==> config.mk <==
export PLATFORM = sky130hd
export DESIGN_NAME = phys_reg_free_list_ckpt
export DESIGN_NICKNAME = d
export VERILOG_FILES = /design/src/rtl/phys_reg_free_list_ckpt.sv
export SDC_FILE = /design/constraint.sdc
export NUM_CORES = 1
export LEC_CHECK = 0
export CAP_MARGIN = 25
export CORE_MARGIN = 4
export CORE_UTILIZATION = 57
export CTS_CLUSTER_SIZE = 12
export DETAILED_ROUTE_END_ITERATION = 10
export HOLD_SLACK_MARGIN = 0.05
export MAX_ROUTING_LAYER = met4
export PLACE_DENSITY = 0.86
export REMOVE_ABC_BUFFERS = 1
export SLEW_MARGIN = 10
export SYNTH_ARGS = -nofsm -noshare
export SYNTH_HDL_FRONTEND = slang
export SYNTH_SLANG_ARGS = --single-unit
==> constraint.sdc <==
create_clock -name CLK -period 4 [get_ports CLK]
set_input_delay 0.6 -clock CLK [delete_from_list [all_inputs] [get_ports CLK]]
set_output_delay 0.6 -clock CLK [all_outputs]
set_load 0.005 [all_outputs]
==> src/rtl/phys_reg_free_list_ckpt.sv <==
// phys_reg_free_list_ckpt: circular free list of physical register tags with head-pointer checkpoints
module phys_reg_free_list_ckpt #(
  parameter int NUM_PHYS_REGS = 64,
  parameter int NUM_ARCH_REGS = 32,
  parameter int CHECKPOINT_COLUMNS = 4,
  localparam int TAG_W = $clog2(NUM_PHYS_REGS),
  localparam int DEPTH = NUM_PHYS_REGS - NUM_ARCH_REGS,
  localparam int COL_W = $clog2(CHECKPOINT_COLUMNS),
  localparam int IDX_W = $clog2(DEPTH),
  localparam int PTR_W = IDX_W + 1,
  localparam int CNT_W = $clog2(DEPTH + 1)
) (
  input  logic             CLK,
  input  logic             RST,
  input  logic             dequeue_valid,
  output logic             dequeue_ready,
  output logic [TAG_W-1:0] dequeue_tag,
  input  logic             enqueue_valid,
  input  logic [TAG_W-1:0] enqueue_tag,
  output logic             enqueue_ready,
  input  logic             save_valid,
  input  logic [COL_W-1:0] save_column,
  input  logic             restore_valid,
  input  logic [COL_W-1:0] restore_column,
  output logic [CNT_W-1:0] count,
  output logic             overflow_error
);
  logic [TAG_W-1:0] mem [DEPTH];
  logic [PTR_W-1:0] ckpt [CHECKPOINT_COLUMNS];
  logic [PTR_W-1:0] head, tail, used, head_deq;
  logic             empty, full, deq, enq, overflow;
  assign used = tail - head;
  assign empty = used == '0;
  assign full = used == PTR_W'(DEPTH);
  assign deq = dequeue_valid && !empty;
  assign enq = enqueue_valid && !full;
  // checkpoints capture the head as it will stand after this cycle's dequeue
  assign head_deq = head + PTR_W'(deq);
  assign dequeue_ready = !empty;
  assign enqueue_ready = !full;
  assign dequeue_tag = mem[head[IDX_W-1:0]];
  assign count = CNT_W'(used);
  assign overflow_error = overflow;
  always_ff @(posedge CLK) begin
    if (RST) begin
      for (int i = 0; i < DEPTH; i++) mem[i] <= TAG_W'(NUM_ARCH_REGS + i);
      for (int i = 0; i < CHECKPOINT_COLUMNS; i++) ckpt[i] <= '0;
      head <= '0;
      tail <= PTR_W'(DEPTH);
      overflow <= 1'b0;
    end else begin
      head <= restore_valid ? ckpt[restore_column] : head_deq;
      if (save_valid && !restore_valid) ckpt[save_column] <= head_deq;
      if (enq) begin
        mem[tail[IDX_W-1:0]] <= enqueue_tag;
        tail <= tail + PTR_W'(1);
      end
      if (enqueue_valid && full) overflow <= 1'b1;
    end
  end
endmodule

==> results.json, run 1 <==
{
  "crit_type": "register to primary output",
  "final-hold-violation-count": 0,
  "finalInstanceArea_sq_um": 12400,
  "critPathBufInv": 3,
  "grt_pass1_wl_microns": 39000,
  "routed_wl_microns": 24600,
  "diodes": 0,
  "drtIter0Drc": 808,
  "synth_seq_cells": 229,
  "cellLeakagePower_nw": 3.70,
  "final_cell_mix": "edfxtp_1 (216), nand2b_1 (89), mux4_2 (66)",
  "critPathTopFamily": "buffers and inverters",
  "dr.pass1.iters": 6,
  "drive_gt1_frac": 0.198,
  "cts_resized": 0,
  "antenna_found_initial": 0,
  "final_cells": 1075,
  "cp.required_ns": 3.40,
  "critical_path.startpoint": "head[4]",
  "synthFlopType": "edfxtp_1",
  "min_from": "tail[5]",
  "grt_pass1_vias": 6621,
  "yosysTopAreaCellShare": 0.584,
  "fin_setup_tns_ns": 0,
  "synth_area_sq_um": 11100,
  "cts_root_buf": "clkbuf_16",
  "fmax_mhz": 263,
  "ctsHoldBuffers": 0,
  "critPathMaxStageDelay_ns": 0.52,
  "r2r-start": "head[4]",
  "fill_cells": 1283,
  "grt_max_degree": 50,
  "gp_congestion": 0.920,
  "rows": 50,
  "power_mw": 5.39,
  "clockBufferDepth": 3,
  "htree_levels": 1,
  "viasPerCell": 6.18,
  "dieArea_sq_um": 21800,
  "placedCellCount": 1029,
  "slew_viol_final": 0,
  "start_util": 0.586,
  "cp_slowest_cell": "clkdlybuf4s50_1",
  "slew_headroom": 0.444,
  "ys_seq_area_frac": 0.608,
  "drc": 0,
  "crit_chain": "clkinv_1 -> ha_1 -> and2_0 -> o21a_1 -> a31oi_1 -> a211oi_4 -> inv_1 -> clkdlybuf4s50_1",
  "numCtsBuffers": 24,
  "place_area_sq_um": 11700,
  "holdCritPathClass": "register to register",
  "final_common_cell": "edfxtp_1",
  "synth_area_leaders": "edfxtp_1 (58%), mux4_2 (13%), nand2b_1 (5.0%)",
  "post_cts_buffers": 0,
  "wire_per_inst_microns": 22.9,
  "finalCriticalPeriod_ns": 3.80,
  "cts_tree": "done",
  "syn_area_per_cell_sq_um": 14.4,
  "skew_ns": 0.0173,
  "status": "completed",
  "setup_violations": 0,
  "async_flop_share": 0,
  "die_h_microns": 148,
  "track_usage": 0.238,
  "cap_violations": 0,
  "synthCells": 769,
  "ir_worst_vdd_uv": 296,
  "worstSetupStartpointType": "register",
  "rsz0062_at_grt": "false",
  "nNetsFinal": 825,
  "clkTransAtPathRegs_ns": 0.06,
  "ys_types": 48,
  "synth_warnings": 0,
  "core-area_sq_um": 19000,
  "io_pins": 31,
  "vias": 6643,
  "power.density_nw_per_um2": 434,
  "critPathMaxFanout": 9,
  "port_buffers": 30,
  "synth-edff-count": 216,
  "dieWidth_microns": 148,
  "cts.sinks": 229,
  "grt_overflow": 0,
  "area_growth_pct": 11.8,
  "dp_hpwl_microns": 16400,
  "post-route-period-util": 0.950,
  "ant_nets": 0,
  "synth_area_leader_cell": "edfxtp_1",
  "multi_input_area_sq_um": 4050,
  "worstPathArrival_ns": 3.20,
  "worstMarginPinSlew_ns": 0.833,
  "cp-end-kind": "primary output",
  "regArea_sq_um": 6750,
  "hold-worst-slack_ns": 0.542,
  "clock_latency_ns": 0.52
}
[registers in the layout (all words and copies together), names as in the netlist]
signal	count
tail	6
ckpt	24
mem	192
overflow_error	1
head	6
[where the power goes]
part	internal [mW]	switching (mW)	total (mW)	leakage [nW]
sequential	2.67	0.0272	2.70	1.94
clock	1.16	0.890	2.05	0.344
combinational	0.286	0.355	0.641	1.41
total	4.12	1.27	5.39	3.70
[metrics by stage]
stage / setup slack, ns / util
2_1_floorplan: -1.95 / -
3_3_place_gp: 0.658 / 0.616
3_5_place_dp: 0.528 / 0.616
4_1_cts: 0.0890 / 0.654
5_1_grt: 0.0191 / 0.655
6_report: 0.200 / 0.655
[cell type report]
class	count	area share
tap	260	0.0262
inverter	14	0.00423
clock inverter	4	0.00272
timing repair buffer	56	0.0419
sequential	229	0.544
multi-input combinational	472	0.326
clock buffer	40	0.0548
[synthesized netlist by cell type (all sizes together), types with 3 or more instances]
library cell and number:
nand2 52, or2b 4, dfxtp 13, buf 18, or3 6, clkinv 3, o21ai 3, nand3 7
and2 66, a211oi 5, nor2 44, inv 11, nand2b 89, ha 11, edfxtp 216, a21oi 5
mux2i 4, xnor2 6, clkbuf 36, nor4 16, nor3 31, or2 38, mux4 66
[tightest hold or removal path: stages (launching register included)]
cell,delay (ns)
dfxtp_1,0.34
o31ai_1,0.08
nand3_1,0.07
[path summary, 6_finish.rpt]
path	cells after the start	end	slack (ns)
max	8	enqueue_ready	0.20
min	2	tail[5]	0.54
max reg2reg	10	mem[16][4]	0.34
min reg2reg	2	tail[5]	0.54
[kinds of logic (layout without fill, tap and decap cells)]
| logic type | Yosys count | after routing | synth area share |
|---|---|---|---|
| AND/OR/NAND/NOR | 360 | 360 | 0.191 |
| flip-flops | 229 | 229 | 0.608 |
| multiplexers | 71 | 71 | 0.139 |
| buffers and inverters | 68 | 114 | 0.0277 |
| AO/OA/AOI/OAI | 21 | 21 | 0.0142 |
| adder cells (fa/ha/maj) | 12 | 12 | 0.0142 |
| XOR/XNOR | 8 | 8 | 0.00631 |
[per-layer routing]
layer | vias up | routed length (microns) | share of wire | GRT usage
met5 | - | 0 | 0 | -
met4 | 0 | 692 | 0.028 | 0.0690
met3 | 65 | 2430 | 0.099 | 0.0353
met2 | 386 | 12100 | 0.49 | 0.380
met1 | 3300 | 9350 | 0.38 | 0.323
li1 | 2892 | - | - | -
No activity file was read; power rests on OpenSTA's default activity.
==> run 2: changes to the inputs <==
Settings changed: CTS_BUF_LIST set to sky130_fd_sc_hd__clkbuf_8 sky130_fd_sc_hd__clkbuf_16, SKIP_CTS_REPAIR_TIMING set to 1.
==> run 2 against run 1 <==
  * Clock power down 2%
  * Maximum frequency is essentially flat
  * Sequential power hardly changed
  * Power shrank 0.72%
  * Global-route usage about the same
==> results.json, run 2 (same netlist as run 1, synthesis figures left out) <==
{
  "grt_max_degree": 50,
  "fmax_mhz": 263,
  "worstPathArrival_ns": 3.20,
  "drive_gt1_frac": 0.198,
  "hold_path_depth": 2,
  "ir_worst_vdd_uv": 296,
  "reg2reg_to": "mem[16][4]",
  "final_cell_mix": "edfxtp_1 (216), nand2b_1 (89), mux4_2 (66)",
  "r2r_slack_ns": 0.34,
  "htree_levels": 1,
  "status": "completed",
  "cts_tree": "done",
  "worstMarginPinSlew_ns": 0.868,
  "crit_type": "register to primary output",
  "power_frac_seq": 0.504,
  "viasPerCell": 6.15,
  "cts_root_buf": "clkbuf_16",
  "numCtsBuffers": 24,
  "cp-end-kind": "primary output",
  "start_util": 0.586,
  "diodes": 0,
  "power_frac_comb": 0.120,
  "p_sw_mw": 1.27,
  "cellLeakagePower_nw": 3.76,
  "p_clk_frac": 0.376,
  "slew_headroom": 0.420,
  "routed_wl_microns": 24700,
  "cap_violations": 0,
  "dr.pass1.iters": 5,
  "drc": 0,
  "rows": 50,
  "r2r_cells": 10,
  "min_from": "tail[5]",
  "clock_latency_ns": 0.52,
  "clkTransAtPathRegs_ns": 0.06,
  "core-area_sq_um": 19000,
  "grt_pass1_wl_microns": 39000,
  "largest_reg_flops": 192,
  "power_mw": 5.35,
  "track_usage": 0.238,
  "vias": 6608,
  "dp_hpwl_microns": 16400,
  "io_pins": 31,
  "nNetsFinal": 825,
  "setup_violations": 0,
  "gp_congestion": 0.920,
  "antenna_found_initial": 0,
  "drtIter0Drc": 893,
  "cts.sinks": 229,
  "grt_pass1_vias": 6625,
  "final_common_cell": "edfxtp_1",
  "cp.required_ns": 3.40,
  "finalCriticalPeriod_ns": 3.80,
  "intPower_mw": 4.08,
  "ant_nets": 0,
  "port_buffers": 30,
  "dieWidth_microns": 148,
  "switching_share": 0.237,
  "power.density_nw_per_um2": 431,
  "grt_overflow": 0,
  "critPathMaxFanout": 9,
  "die_h_microns": 148,
  "wire_per_inst_microns": 22.9,
  "post-route-period-util": 0.949,
  "clockBufferDepth": 3,
  "slew_viol_final": 0,
  "r2r-start": "head[4]",
  "final-hold-violation-count": 0,
  "holdPathEnd": "tail[5]",
  "area_growth_pct": 11.8,
  "worstSetupStartpointType": "register",
  "largestRegisters": "mem x192, ckpt x24",
  "rsz0062_at_grt": "false",
  "top_register": "mem",
  "skew_ns": 0.0162,
  "dieArea_sq_um": 21800,
  "hold-worst-slack_ns": 0.551,
  "holdCritPathClass": "register to register"
}
## run 2: cell types whose count changed in the layout (fill, tap and decap cells not counted)
cell | before | now
clkbuf_1 | 14 | 0
inv_1 | 11 | 25
## run 2: through the flow
step	std cells	worst slack, ns	area, sq um	setup TNS, ns	util
2_1_floorplan	715	-1.95	10800	-666.67	-
3_3_place_gp	1029	0.658	11700	0	0.616
3_5_place_dp	1029	0.528	11700	0	0.616
4_1_cts	1073	0.0890	12400	0	0.654
5_1_grt	1075	0.0191	12400	0	0.655
6_report	1075	0.202	12400	0	0.655
## run 2: worst max-delay path, stage by stage (launching register included)
cell	delay (ns)
dfxtp_1	0.43
clkinv_1	0.28
ha_1	0.46
and2_0	0.19
o21a_1	0.16
a31oi_1	0.35
a211oi_4	0.15
inv_1	0.13
clkdlybuf4s50_1	0.52
## run 2: layout make-up
cell class | instances | area (sq um)
clock inverter | 18 | 86.3
fill | 1283 | 6550
clock buffer | 26 | 628
sequential | 229 | 6750
tap | 260 | 325
inverter | 14 | 52.6
timing repair buffer | 56 | 520
multi-input combinational | 472 | 4050
## run 2: power groups by stage
stage / clock network, mW / logic, mW / registers (mW)
floorplan: 0 / 0.341 / 2.77
global placement: 0 / 0.620 / 2.74
detailed placement: 0 / 0.632 / 2.75
CTS: 2.02 / 0.638 / 2.70
global route: 2.13 / 0.685 / 2.70
finish: 2.01 / 0.640 / 2.70
## run 2: worst max path at each step
stage,startpoint,endpoint,slack [ns]
after floorplan,head[0],mem[10][0],-1.95
after global placement,head[4],mem[16][5],0.66
after detailed placement,head[4],mem[16][0],0.53
after CTS,tail[0],enqueue_ready,0.09
after global routing,tail[0],enqueue_ready,0.02
final,head[4],enqueue_ready,0.20
## run 2: routing by layer
metal  global-route usage  vias up  part of all wire
li1                     -     2889                 -
met1                0.323     3283              0.39
met2                0.380      378              0.49
met3               0.0353       58             0.092
met4               0.0690        0             0.029
met5                    -        -                 0
